**src/rtl/grf_wport_arbiter.sv**
```systemverilog
// GRF write-port arbiter: W stage owns the port, late results queue in an in-order buffer and drain into idle cycles.
// Optional WBARB_BYPASS_EN: an empty buffer plus a free port lets a late result write the GRF in its offer cycle.
module grf_wport_arbiter #(
    parameter int DEPTH        = 4,
    parameter int STARVE_LIMIT = 8
) (
    input  logic        Clk,
    input  logic        Rst,
    input  logic        W_RFWr,
    input  logic [4:0]  W_RFA3,
    input  logic [31:0] W_RFWD,
    input  logic        Md_Valid,
    input  logic [4:0]  Md_A3,
    input  logic [31:0] Md_WD,
    output logic        Md_Ready,
    input  logic [4:0]  Query_A,
    output logic        Query_Hit,
    output logic [31:0] Query_WD,
    output logic        GRF_We,
    output logic [4:0]  GRF_A3,
    output logic [31:0] GRF_WD,
    output logic        Stall_out,
    output logic        Busy_out
);
    localparam int PW = $clog2(DEPTH);
    localparam int CW = PW + 1;
    localparam int SW = $clog2(STARVE_LIMIT) + 1;

    typedef enum logic [1:0] {IDLE, DRAIN, FORCE} state_t;

    logic [DEPTH-1:0]       vld_q, vld_d;
    logic [DEPTH-1:0][4:0]  a3_q, a3_d;
    logic [DEPTH-1:0][31:0] wd_q, wd_d;
    logic [PW-1:0]          wptr_q, wptr_d, rptr_q, rptr_d, qidx;
    logic [CW-1:0]          cnt_q, cnt_d;
    logic [SW-1:0]          starve_q, starve_d;
    state_t                 state_q, state_d;

    logic w_own, empty, full, byp, push, pop;

    assign w_own = W_RFWr && (W_RFA3 != 5'd0);
    assign empty = (cnt_q == '0);
    assign full  = (cnt_q == CW'(DEPTH));

`ifdef WBARB_BYPASS_EN
    assign byp = Rst && empty && !w_own && Md_Valid;
`else
    assign byp = 1'b0;
`endif

    // Ready depends only on fullness, never on a same-cycle pop.
    assign Md_Ready  = Rst && !full;
    assign push      = Md_Valid && Md_Ready && !byp;
    assign pop       = Rst && !w_own && !empty;
    assign Stall_out = (state_q == FORCE);
    assign Busy_out  = !empty;

    always_comb begin
        GRF_We = 1'b0;
        GRF_A3 = '0;
        GRF_WD = '0;
        if (w_own) begin
            GRF_We = 1'b1;
            GRF_A3 = W_RFA3;
            GRF_WD = W_RFWD;
        end else if (!empty) begin
            GRF_We = vld_q[rptr_q];
            GRF_A3 = a3_q[rptr_q];
            GRF_WD = wd_q[rptr_q];
        end else if (byp) begin
            GRF_We = (Md_A3 != 5'd0);
            GRF_A3 = Md_A3;
            GRF_WD = Md_WD;
        end
        if (!Rst) GRF_We = 1'b0;
    end

    always_comb begin
        vld_d  = vld_q;
        a3_d   = a3_q;
        wd_d   = wd_q;
        wptr_d = wptr_q;
        rptr_d = rptr_q;
        cnt_d  = cnt_q;
        // A W write is program-order younger than anything buffered, so it supersedes.
        if (w_own) begin
            for (int i = 0; i < DEPTH; i++) begin
                if (a3_q[i] == W_RFA3) vld_d[i] = 1'b0;
            end
        end
        if (pop) begin
            vld_d[rptr_q] = 1'b0;
            rptr_d        = rptr_q + PW'(1);
        end
        if (push) begin
            vld_d[wptr_q] = (Md_A3 != 5'd0);
            a3_d[wptr_q]  = Md_A3;
            wd_d[wptr_q]  = Md_WD;
            wptr_d        = wptr_q + PW'(1);
        end
        case ({push, pop})
            2'b10:   cnt_d = cnt_q + CW'(1);
            2'b01:   cnt_d = cnt_q - CW'(1);
            default: cnt_d = cnt_q;
        endcase
    end

    always_comb begin
        state_d  = state_q;
        starve_d = starve_q;
        case (state_q)
            IDLE: begin
                if (push) begin
                    state_d  = DRAIN;
                    starve_d = '0;
                end
            end
            DRAIN: begin
                if (pop) begin
                    starve_d = '0;
                    if (cnt_d == '0) state_d = IDLE;
                end else begin
                    starve_d = starve_q + SW'(1);
                    if (starve_q == SW'(STARVE_LIMIT - 1)) state_d = FORCE;
                end
            end
            FORCE: begin
                if (pop) begin
                    starve_d = '0;
                    state_d  = (cnt_d == '0) ? IDLE : DRAIN;
                end
            end
            default: state_d = IDLE;
        endcase
    end

    // Walk oldest to youngest so the last hit is the youngest; popped/killed slots have vld clear.
    always_comb begin
        Query_Hit = 1'b0;
        Query_WD  = '0;
        qidx      = '0;
        for (int i = 0; i < DEPTH; i++) begin
            qidx = rptr_q + PW'(i);
            if (Query_A != 5'd0 && vld_q[qidx] && a3_q[qidx] == Query_A) begin
                Query_Hit = 1'b1;
                Query_WD  = wd_q[qidx];
            end
        end
    end

    always_ff @(posedge Clk or negedge Rst) begin
        if (!Rst) begin
            vld_q    <= '0;
            a3_q     <= '0;
            wd_q     <= '0;
            wptr_q   <= '0;
            rptr_q   <= '0;
            cnt_q    <= '0;
            starve_q <= '0;
            state_q  <= IDLE;
        end else begin
            vld_q    <= vld_d;
            a3_q     <= a3_d;
            wd_q     <= wd_d;
            wptr_q   <= wptr_d;
            rptr_q   <= rptr_d;
            cnt_q    <= cnt_d;
            starve_q <= starve_d;
            state_q  <= state_d;
        end
    end
endmodule

```
**config.mk**
```make
export PLATFORM = sky130hd
export DESIGN_NAME = grf_wport_arbiter
export DESIGN_NICKNAME = d
export VERILOG_FILES = /design/src/rtl/grf_wport_arbiter.sv
export SDC_FILE = /design/constraint.sdc
export NUM_CORES = 1
export LEC_CHECK = 0
export BUFFER_PORTS_ARGS = -buffer_cell sky130_fd_sc_hd__buf_4
export CAP_MARGIN = 20
export CELL_PAD_IN_SITES_DETAIL_PLACEMENT = 0
export CELL_PAD_IN_SITES_GLOBAL_PLACEMENT = 1
export CORE_MARGIN = 2
export CORE_UTILIZATION = 35
export CTS_BUF_LIST = sky130_fd_sc_hd__clkbuf_4 sky130_fd_sc_hd__clkbuf_8 sky130_fd_sc_hd__clkbuf_16
export DETAILED_ROUTE_END_ITERATION = 8
export GPL_TIMING_DRIVEN = 0
export PLACE_DENSITY = 0.73
export SLEW_MARGIN = 20
export SYNTH_ARGS = -nofsm -noshare
export SYNTH_HDL_FRONTEND = slang
export SYNTH_SLANG_ARGS = --single-unit
```
**constraint.sdc**
```tcl
create_clock -name Clk -period 5 [get_ports Clk]
set_input_delay 1 -clock Clk [delete_from_list [all_inputs] [get_ports Clk]]
set_output_delay 1 -clock Clk [all_outputs]
set_load 0.1 [all_outputs]
```
# == Word-level counts from Yosys, hierarchy flattened ==
# Cells that the tools add are included.
# classes
n_addsub,7
n_lt_le_gt_ge,7
n_eq_ne,18
n_mux,69
n_bitwise,2
n_reduce_logical,27
# ops
operator,n
two-way mux 32 bit,11
binary-select mux 32 bit (select 2 bit),4
bitwise mux 128 bit,1
demux 32 bit (select 2 bit),1
binary-select mux 5 bit (select 2 bit),4
equality test 5 bit,8
two-way mux 5 bit,7
two-way mux 4 bit,6
bitwise mux 20 bit,1
two-way mux 1 bit,18
logical AND 1 bit,15
less-than comparator 2 x 3 -> 1 bit (second input constant),5
nonzero test 5 bit,3
one-hot mux 4 bit (3 select lines),1
demux 5 bit (select 2 bit),1
two-way mux 2 bit,5
binary-select mux 1 bit (select 2 bit),4
logical NOT 3 bit,2
!= test 3 bit (second input constant),2
one-hot mux 2 bit (3 select lines),1
one-hot mux 3 bit (2 select lines),1
adder 2 x 1 -> 2 bit (second input constant),2
adder 2 bit (second input constant),2
adder 4 x 1 -> 4 bit (second input constant),1
18 further kinds,24
# totals
register_bits,165
word_cells,144

# == Depth between registers and ports, before layout ==
# Gate-level depths: netlist of run 1.
# depth
depth_word,11
depth_mapped,15

# == Least setup slack after synthesis of run 1 ==
# No wires, ideal clock.
# synth_path
path_type,input -> output
from,in W_RFA3[1]
to,out GRF_A3[0]
arrival_time_ns,4.424
path_slack_ns,-0.424
cell_stages,5
n_path_buf,2
path_cell_list,clkbuf_1 > or4_1 > o21a_1 > clkbuf_1 > o31ai_1
# synth_between
elab_chain_len,3
# synth_rtl
item,line_no,rtl
start: declaration,10,"input logic [4:0] W_RFA3,"
nonzero test 5 bit,41,assign w_own = W_RFWr && (W_RFA3 != 5'd0);
logical AND 1 bit,41,
two-way mux 5 bit,62,if (w_own) begin
end: declaration,20,"output logic [4:0] GRF_A3,"
# Every way passes these cells.

# == Worst setup path in the final report of run 1 ==
# layout_path
from,reg rptr_q[0]
to,out Query_WD[1]
# layout_rtl
item,line_no,rtl
start: declaration,34,"logic [PW-1:0] wptr_q, wptr_d, rptr_q, rptr_d, qidx;"
start signal: assignment,166,rptr_q <= rptr_d;
adder 2 bit (*),143,qidx = rptr_q + PW'(i);
net qidx[0],34,
binary-select mux 5 bit (select 2 bit) / binary-select mux 1 bit (select 2 bit) (equally long branches),144,if (Query_A != 5'd0 && vld_q[qidx] && a3_q[qidx] == Query_A) begin
two-way mux 5 bit (not written as such) / two-way mux 1 bit (equally long branches),144,
equality test 5 bit / logical AND 1 bit (equally long branches),144,
logical AND 1 bit,144,
two-way mux 32 bit (*),144,
end: declaration,18,"output logic [31:0] Query_WD,"
# Mark *: on every way through the listed nets, which the timed path passes. The rest lies on a longest branch. The select of a mux whose other input is x is not followed.

==> results of run 1 <==
==> area by class of cell <==
class | instances | area (µm²) | area share (%)
Sequential cell | 165 | 4130 | 27.0
Clock buffer | 20 | 467 | 3.05
Clock inverter | 11 | 93.8 | 0.613
Antenna cell | 1 | 2.50 | 0.0163
Inverter | 17 | 68.8 | 0.449
Timing Repair Buffer | 149 | 1230 | 8.02
Multi-Input combinational cell | 766 | 8150 | 53.2
Tap cell | 461 | 577 | 3.77
Buffer | 108 | 597 | 3.90
==> Yosys cell counts (2+ instances only) <==
| master | number |
|---|---|
| dfrtp_1 | 165 |
| mux2_2 | 150 |
| mux4_2 | 145 |
| nand2_1 | 123 |
| nand3_1 | 69 |
| clkbuf_1 | 54 |
| buf_2 | 40 |
| a31oi_1 | 35 |
| nor3b_1 | 34 |
| and3_1 | 33 |
| o221ai_1 | 30 |
| xor2_1 | 22 |
| xnor2_1 | 21 |
| inv_1 | 15 |
| ha_1 | 10 |
| mux2i_1 | 10 |
| nor2_1 | 9 |
| nor3_1 | 9 |
| nand4_1 | 8 |
| o21ai_0 | 8 |
| buf_6 | 7 |
| o211ai_1 | 7 |
| buf_1 | 5 |
| o31ai_1 | 4 |
| a21oi_1 | 3 |
| nand3b_1 | 3 |
| a211oi_1 | 2 |
| a22o_1 | 2 |
| and3b_1 | 2 |
| buf_4 | 2 |
| nand2b_1 | 2 |
| o21ai_1 | 2 |
| o32a_1 | 2 |
| or4_1 | 2 |
| xnor2_2 | 2 |
==> repair_timing <==
action,4_1_cts,5_1_grt
setup buffers,2,0
pin swaps,1,3
gates resized for setup,41,26
setup endpoints to repair,33,33
hold endpoints to repair,0,0
==> flip-flops by register name, summed over array words and instances, names as in the netlist <==
signal,cells
a3_q,20
cnt_q,3
rptr_q,2
starve_q,4
state_q,2
vld_q,4
wd_q,128
wptr_q,2
==> routing by layer <==
metal  vias to the layer above  wire [µm]
li1                       4443          -
met1                      5291      18000
met2                       518      19400
met3                        70       3450
met4                         0        947
met5                         -          0
==> path summary, 6_finish.rpt <==
kind                                          from  cells after the start                      end  slack [ns]
setup / recovery             rptr_q[0]$_DFFE_PN0N_                     14              Query_WD[1]        0.13
hold / removal             starve_q[3]$_DFFE_PN0P_                      1  starve_q[3]$_DFFE_PN0P_        0.48
setup reg to reg                cnt_q[0]$_DFF_PN0_                     14   state_q[0]$_DFFE_PN0P_        0.54
hold reg to reg            starve_q[3]$_DFFE_PN0P_                      1  starve_q[3]$_DFFE_PN0P_        0.48
max in group asynchronous                      Rst                      2    rptr_q[0]$_DFFE_PN0N_        3.55
min in group asynchronous                      Rst                      1     wd_q[43]$_DFFE_PN0P_        0.54
==> cells by family (layout without fill, tap and decap cells) <==
logic type | count (synthesis) | in the layout | synth area share, %
flip-flops | 165 | 165 | 32.8
multiplexers | 305 | 305 | 40.1
AND/OR/NAND/NOR | 300 | 300 | 12.0
AO/OA/AOI/OAI | 105 | 105 | 6.11
buffers and inverters | 125 | 305 | 4.60
adder cells (fa/ha/maj) | 11 | 11 | 1.15
XOR/XNOR | 45 | 45 | 3.25
other | 0 | 1 | 0
==> through the flow <==
step / setup slack, ns / hold WS, ns / util, % / cell area [µm²]
floorplan: -0.424 / 0.449 / - / 12800
global placement: -0.182 / 0.473 / 40.8 / 14500
detailed placement: 0.105 / 0.477 / 40.9 / 14500
CTS: 0.0344 / 0.493 / 42.9 / 15200
global route: 0.0249 / 0.517 / 43.2 / 15300
finish: 0.129 / 0.485 / 43.2 / 15300
==> results.yml, run 1 <==
logic_synthesis:
  synthCells: 1056
  yosysWarnings: 0
  yosysSeqAreaShare_pct: 32.8
  ys_async_sr_fraction_pct: 100
  synth.distinct_cells: 54
  synth_top_area_share_pct: 32.8
  synth-edff-count: 0
  syn_avg_cell_area_um2: 11.9
  syn_area_um2: 12600
  synthFlopType: "dfrtp_1"
  yosysTopAreaCell: "dfrtp_1"
  synth_nets: 1150
  synth_area_leaders: "dfrtp_1, mux4_2, mux2_2"
  synth_seq_cells: 165
cts:
  postCtsHoldBufs: 0
  cts_buffer_depth: 2
  cts_root_buf: "clkbuf_16"
  clkTransAtPathRegs_ns: 0.07
  clkSinkCount: 165
  cts-buffers-inserted: 17
  cts_tree: "done"
  cts_max_level: 4
  insertion_delay_ns: 0.44
worst_setup_path:
  crit_path_end_kind: "primary output"
  crit_buf_inv: 8
  critical_path_peak_fanout: 11
  max_stage_delay_ns: 0.51
  worstPathArrival_ns: 3.87
  crit_top_cell: "buf_6"
  critical_path_required_ns: 4.00
  path_class: "reg -> out"
  path_cells: "buf_8 > buf_12 > inv_6 > ha_4 > buf_6 > buf_8 > o32a_1 > mux4_2 > nor3_4 > buf_6 > buf_4 > nand2_1 > o211ai_1 > buf_6"
  critPathTopFamily: "buffers and inverters"
  startpoint_type: "flip-flop"
  slowest_stage: "mux4_2"
global_routing:
  grt_use_met1_pct: 31.6
  grtUsageMet3_pct: 5.20
  grt_max_degree: 90
  grt_pass1_vias: 10600
  grt_busiest_layer: "met2"
  grt_antenna_before_repair: 0
  gr-total-overflow: 0
  met2_usage_pct: 34.7
  grt_use_total_pct: 22.5
  grt_pass1_wl_mm: 65.1
drt:
  drc: 0
  antenna_left: 0
  viasPerCell: 6.08
  firstDrtPassIters: 5
  wl_per_cell_um: 24.6
  wirelength_mm: 41.8
  first_iter_violations: 1085
  vias: 10300
worst_hold_path:
  hp-class: "reg -> reg"
cells_and_area:
  nets: 1318
  final_cells: 1698
  layout_common_cells: "dfrtp_1, mux2_2, mux4_2"
  syn2layout_area_growth_pct: 21.6
  nFillCells: 3347
  layout_commonest_cell: "dfrtp_1"
  drive_gt1_share_pct: 46.9
die:
  dieArea_um2: 37500
  die_y_um: 194
  ioPinCount: 157
  rows: 69
  core_um2: 35500
  start_util_pct: 35.5
  die_w_um: 194
sta:
  maxSlewViolCount: 0
  relSlewSlack_pct: 31.2
  fin_crit_sh_pct: 97.4
  period_needed_ns: 4.87
  rsz0062_at_grt: "no"
  hold_violations: 0
  finalClockSkew_ns: 0.00660
  max_freq_ghz: 0.205
  finalSetupViolCount: 0
  tightest_slew_ns: 1.02
  setup_tns_ns: 0
placement:
  numPortBuffers: 146
  place_inst: 1664
  dp.final_hpwl_mm: 29.3
  place.gp.congestion: 0.856
status:
  status: "finished, final reports clean"
flow_run:
  cap_violations: 0
Power of run 1 is left out: the tool's default activity adds up to more than one toggle a clock period on the data nets, which glitch-free logic cannot reach.
==> run 2: changes to the inputs <==
--- a/config.mk
+++ b/config.mk
@@ -10,11 +10,11 @@
 export CELL_PAD_IN_SITES_DETAIL_PLACEMENT = 0
 export CELL_PAD_IN_SITES_GLOBAL_PLACEMENT = 1
 export CORE_MARGIN = 2
-export CORE_UTILIZATION = 35
+export CORE_UTILIZATION = 48
 export CTS_BUF_LIST = sky130_fd_sc_hd__clkbuf_4 sky130_fd_sc_hd__clkbuf_8 sky130_fd_sc_hd__clkbuf_16
 export DETAILED_ROUTE_END_ITERATION = 8
 export GPL_TIMING_DRIVEN = 0
-export PLACE_DENSITY = 0.73
+export PLACE_DENSITY = 0.92
 export SLEW_MARGIN = 20
 export SYNTH_ARGS = -nofsm -noshare
 export SYNTH_HDL_FRONTEND = slang
==> results.yml, run 2 (synthesized netlist as in run 1, its figures left out) <==
status:
  status: "finished, final reports clean"
cts:
  postCtsHoldBufs: 0
  clkSinkCount: 165
  cts_buffer_depth: 2
  cts_root_buf: "clkbuf_16"
  cts_max_level: 4
  insertion_delay_ns: 0.43
  cts-buffers-inserted: 17
  cts_tree: "done"
  clkTransAtPathRegs_ns: 0.07
worst_hold_path:
  min_to: "starve_q[3]$_DFFE_PN0P_"
  hold_depth: 1
  hp-class: "reg -> reg"
  worstHoldStart: "starve_q[3]$_DFFE_PN0P_"
placement:
  numPortBuffers: 146
  dp.final_hpwl_mm: 27.4
  dpl_cell_area_um2: 14400
  place.gp.congestion: 0.920
sta:
  rsz0062_at_grt: "no"
  finalClockSkew_ns: 0.0118
  relSlewSlack_pct: 38.8
  setup_tns_ns: 0
  tightest_slew_ns: 0.918
  maxSlewViolCount: 0
  fin_crit_sh_pct: 99.0
  finalSetupViolCount: 0
  hold_violations: 0
  period_needed_ns: 4.95
  max_freq_ghz: 0.202
cells_and_area:
  syn2layout_area_growth_pct: 20.8
  drive_gt1_share_pct: 46.9
  nets: 1323
  regMostFlops: "wd_q"
  diodes: 0
  design_area_um2: 15200
  nFillCells: 2085
  layout_commonest_cell: "dfrtp_1"
  largest_reg_flops: 128
  reg_top3: "wd_q x128, a3_q x20"
  layout_common_cells: "dfrtp_1, mux2_2, mux4_2"
  fin_util_pct: 58.7
worst_setup_path:
  max_stage_delay_ns: 0.50
  r2r_cells: 14
  crit_path_end_kind: "primary output"
  crit_buf_inv: 8
  reg2reg_from: "cnt_q[0]$_DFF_PN0_"
  path_class: "reg -> out"
  critical_path_peak_fanout: 11
  worstReg2RegEnd: "state_q[0]$_DFFE_PN0P_"
  worstPathArrival_ns: 3.95
  critical_path_required_ns: 4.00
  r2r_setup_slack_ns: 1.08
  startpoint: "rptr_q[0]$_DFFE_PN0N_"
  critPathTopFamily: "buffers and inverters"
  slowest_stage: "mux4_2"
  startpoint_type: "flip-flop"
  path_cells: "buf_12 > buf_12 > inv_4 > ha_4 > buf_8 > buf_6 > o32a_1 > mux4_2 > nor3_2 > buf_6 > buf_2 > o221ai_2 > buf_4"
drt:
  wl_per_cell_um: 25.1
  wirelength_mm: 39.6
  vias: 10700
  firstDrtPassIters: 7
  antenna_left: 0
  drc: 0
  viasPerCell: 6.76
  first_iter_violations: 1261
die:
  die_y_um: 166
  rows: 59
  ioPinCount: 157
  start_util_pct: 48.6
  core_um2: 25900
  dieArea_um2: 27600
  die_w_um: 166
flow_run:
  cap_violations: 0
global_routing:
  grt_pass1_wl_mm: 61.9
  gr-total-overflow: 0
  grt_antenna_before_repair: 1
  grt_max_degree: 90
  grt_use_total_pct: 28.8
  grt_pass1_vias: 10700
==> run 2: worst max path at each step <==
stage | to | slack [ns] | cells after the start
after floorplan | GRF_A3[0] | -0.42 | 5
after global placement | state_q[0]$_DFFE_PN0P_ | -0.09 | 13
after detailed placement | Query_WD[1] | 0.06 | 13
after CTS | Query_WD[26] | 0.03 | 14
after global routing | Query_WD[1] | 0.007 | 14
final | Query_WD[26] | 0.05 | 13
==> run 2: repair_timing <==
action / in CTS / in global routing
setup buffers: 1 / 6
pin swaps: 1 / 4
gates cloned: 0 / 0
gates resized for setup: 31 / 25
endpoints found under the setup margin: 33 / 33
==> run 2: metal layers <==
layer | track usage (%) | vias up | share of wire (%)
met4 | 11.7 | 2 | 3.6
met3 | 7.22 | 118 | 10
li1 | - | 4456 | -
met1 | 39.7 | 5332 | 39
met5 | 0 | - | 0.033
met2 | 44.1 | 753 | 47
==> run 2: cell type report <==
type | instances | area [µm²] | share of cell area [%]
multi-input cells | 766 | 8130 | 53.4
plain buffers | 108 | 592 | 3.89
clock buffers | 19 | 447 | 2.94
well taps | 335 | 419 | 2.75
repair buffers | 154 | 1270 | 8.32
clock inverters | 12 | 168 | 1.10
flip-flops and latches | 165 | 4130 | 27.1
inverters | 17 | 66.3 | 0.436
==> run 2: per-stage QoR <==
stage          setup WS, ns  hold WS (ns)  cells
4_1_cts              0.0283         0.504   1570
6_report             0.0501         0.501   1576
2_1_floorplan        -0.424         0.449   1056
3_5_place_dp         0.0590         0.493   1538
5_1_grt             0.00715         0.521   1576
3_3_place_gp        -0.0939         0.469   1537
==> run 2: worst reg2reg max path: stages (launching register included) <==
cell	delay (ns)
dfrtp_1	0.43
nor3_1	0.53
clkinv_1	0.62
and3_1	0.36
buf_2	0.15
buf_2	0.21
ha_1	0.24
inv_1	0.08
fa_1	0.17
xor2_1	0.14
nor2_1	0.06
xnor2_1	0.15
o31ai_1	0.35
o211ai_1	0.15
o2bb2ai_1	0.14
Power of run 2 is left out for the same reason.
==> run 3: changes to the inputs <==
--- a/config.mk
+++ b/config.mk
@@ -10,11 +10,11 @@
 export CELL_PAD_IN_SITES_DETAIL_PLACEMENT = 0
 export CELL_PAD_IN_SITES_GLOBAL_PLACEMENT = 1
 export CORE_MARGIN = 2
-export CORE_UTILIZATION = 48
+export CORE_UTILIZATION = 52
 export CTS_BUF_LIST = sky130_fd_sc_hd__clkbuf_4 sky130_fd_sc_hd__clkbuf_8 sky130_fd_sc_hd__clkbuf_16
 export DETAILED_ROUTE_END_ITERATION = 8
 export GPL_TIMING_DRIVEN = 0
-export PLACE_DENSITY = 0.92
+export PLACE_DENSITY = 0.95
 export SLEW_MARGIN = 20
 export SYNTH_ARGS = -nofsm -noshare
 export SYNTH_HDL_FRONTEND = slang
==> constraint.sdc (replaced) <==
create_clock -name Clk -period 6.3 [get_ports Clk]
set_input_delay 1.26 -clock Clk [delete_from_list [all_inputs] [get_ports Clk]]
set_output_delay 1.26 -clock Clk [all_outputs]
set_load 0.1 [all_outputs]
==> results.yml, run 3 (synthesized netlist as in run 1, its figures left out) <==
status:
  status: "finished, final reports clean"
global_routing:
  grt_antenna_before_repair: 0
  met2_usage_pct: 47.1
  grt_use_total_pct: 30.5
  grt_max_degree: 83
  grt_pass1_wl_mm: 60.6
  grtUsageMet3_pct: 7.69
  grt_use_met1_pct: 41.4
  gr-total-overflow: 0
  grt_busiest_layer: "met2"
  grt_pass1_vias: 10800
cts:
  postCtsHoldBufs: 0
  cts-buffers-inserted: 17
  post-cts-setup-buffers: 0
  cts_resized: 0
  cts_buffer_depth: 2
  cts_max_level: 4
  clkSinkCount: 165
  insertion_delay_ns: 0.44
  cts_tree: "done"
  clkTransAtPathRegs_ns: 0.06
  cts_root_buf: "clkbuf_16"
drt:
  first_iter_violations: 1242
  wl_per_cell_um: 24.7
  firstDrtPassIters: 6
  wirelength_mm: 38.5
  drc: 0
  antenna_left: 0
  viasPerCell: 6.80
  vias: 10600
worst_setup_path:
  r2r_setup_slack_ns: 2.17
  critical_path_peak_fanout: 11
  worstReg2RegEnd: "state_q[0]$_DFFE_PN0P_"
  crit_path_end_kind: "primary output"
  critical_path_required_ns: 5.04
  reg2reg_from: "cnt_q[0]$_DFF_PN0_"
  r2r_cells: 14
  worstPathArrival_ns: 4.82
  startpoint_type: "flip-flop"
  path_class: "reg -> out"
worst_hold_path:
  hold_depth: 1
  hp-class: "reg -> reg"
  worstHoldStart: "starve_q[3]$_DFFE_PN0P_"
  min_to: "starve_q[3]$_DFFE_PN0P_"
die:
  die_w_um: 160
  start_util_pct: 53.4
  rows: 56
  dieArea_um2: 25500
  die_y_um: 160
  core_um2: 23600
  ioPinCount: 157
sta:
  rsz0062_at_grt: "no"
  tightest_slew_ns: 0.929
  relSlewSlack_pct: 38.1
  max_freq_ghz: 0.164
  fin_crit_sh_pct: 96.6
  period_needed_ns: 6.08
  setup_tns_ns: 0
  finalSetupViolCount: 0
  finalClockSkew_ns: 0.00707
  maxSlewViolCount: 0
  hold_violations: 0
placement:
  place.gp.congestion: 0.952
  dp.final_hpwl_mm: 27.2
  numPortBuffers: 146
cells_and_area:
  drive_gt1_share_pct: 43.0
  largest_reg_flops: 128
  layout_commonest_cell: "dfrtp_1"
  nets: 1317
  nFillCells: 1822
  regMostFlops: "wd_q"
  diodes: 0
  layout_common_cells: "dfrtp_1, mux2_2, buf_4"
  syn2layout_area_growth_pct: 17.1
  reg_top3: "wd_q x128, a3_q x20"
flow_run:
  cap_violations: 0
-- run 3: critical path: stages, from the launching register on --
cell	delay, ns
dfrtp_1	0.56
buf_6	0.24
buf_6	0.21
inv_2	0.15
ha_1	0.37
buf_6	0.18
mux4_2	0.52
xnor2_1	0.26
nand3_1	0.37
clkbuf_1	0.38
nor3b_1	0.29
a31oi_1	0.07
o221ai_1	0.40
buf_4	0.37
-- run 3: cell type report --
type	instances	area (µm²)	area share, %
well taps	319	399	2.71
multi-input cells	766	7890	53.5
inverters	17	63.8	0.433
clock buffers	19	447	3.03
repair buffers	148	1160	7.86
plain buffers	108	515	3.50
flip-flops and latches	165	4130	28.0
clock inverters	12	144	0.976
-- run 3: metrics by stage --
step                      setup slack, ns  utilization, %  hold WS (ns)  cell area [µm²]  cells
final                               0.217            62.5         0.487            14700   1554
after global routing                0.165            62.5         0.509            14700   1554
after CTS                           0.397            62.5         0.489            14700   1554
after detailed placement            0.901            60.0         0.476            14200   1523
after global placement              0.886            59.7         0.468            14100   1521
after floorplan                     0.356               -         0.449            12600   1056
-- run 3: how the worst max path moves through the flow --
| stage | start | to | slack, ns |
|---|---|---|---|
| 2_1_floorplan | W_RFA3[1] | GRF_A3[0] | 0.36 |
| 3_3_place_gp | Rst | state_q[0]$_DFFE_PN0P_ | 0.89 |
| 3_5_place_dp | rptr_q[0]$_DFFE_PN0N_ | Query_WD[2] | 0.90 |
| 4_1_cts | rptr_q[0]$_DFFE_PN0N_ | Query_WD[2] | 0.40 |
| 5_1_grt | rptr_q[0]$_DFFE_PN0N_ | Query_WD[2] | 0.17 |
| 6_report | rptr_q[0]$_DFFE_PN0N_ | Query_WD[2] | 0.22 |
-- run 3: routing by layer --
layer  up-vias  wire length (µm)
met5         -                 0
met4         0              1400
met3       114              4390
met2       750             17900
met1      5272             14800
li1       4429                 -
Power of run 3 is left out for the same reason.
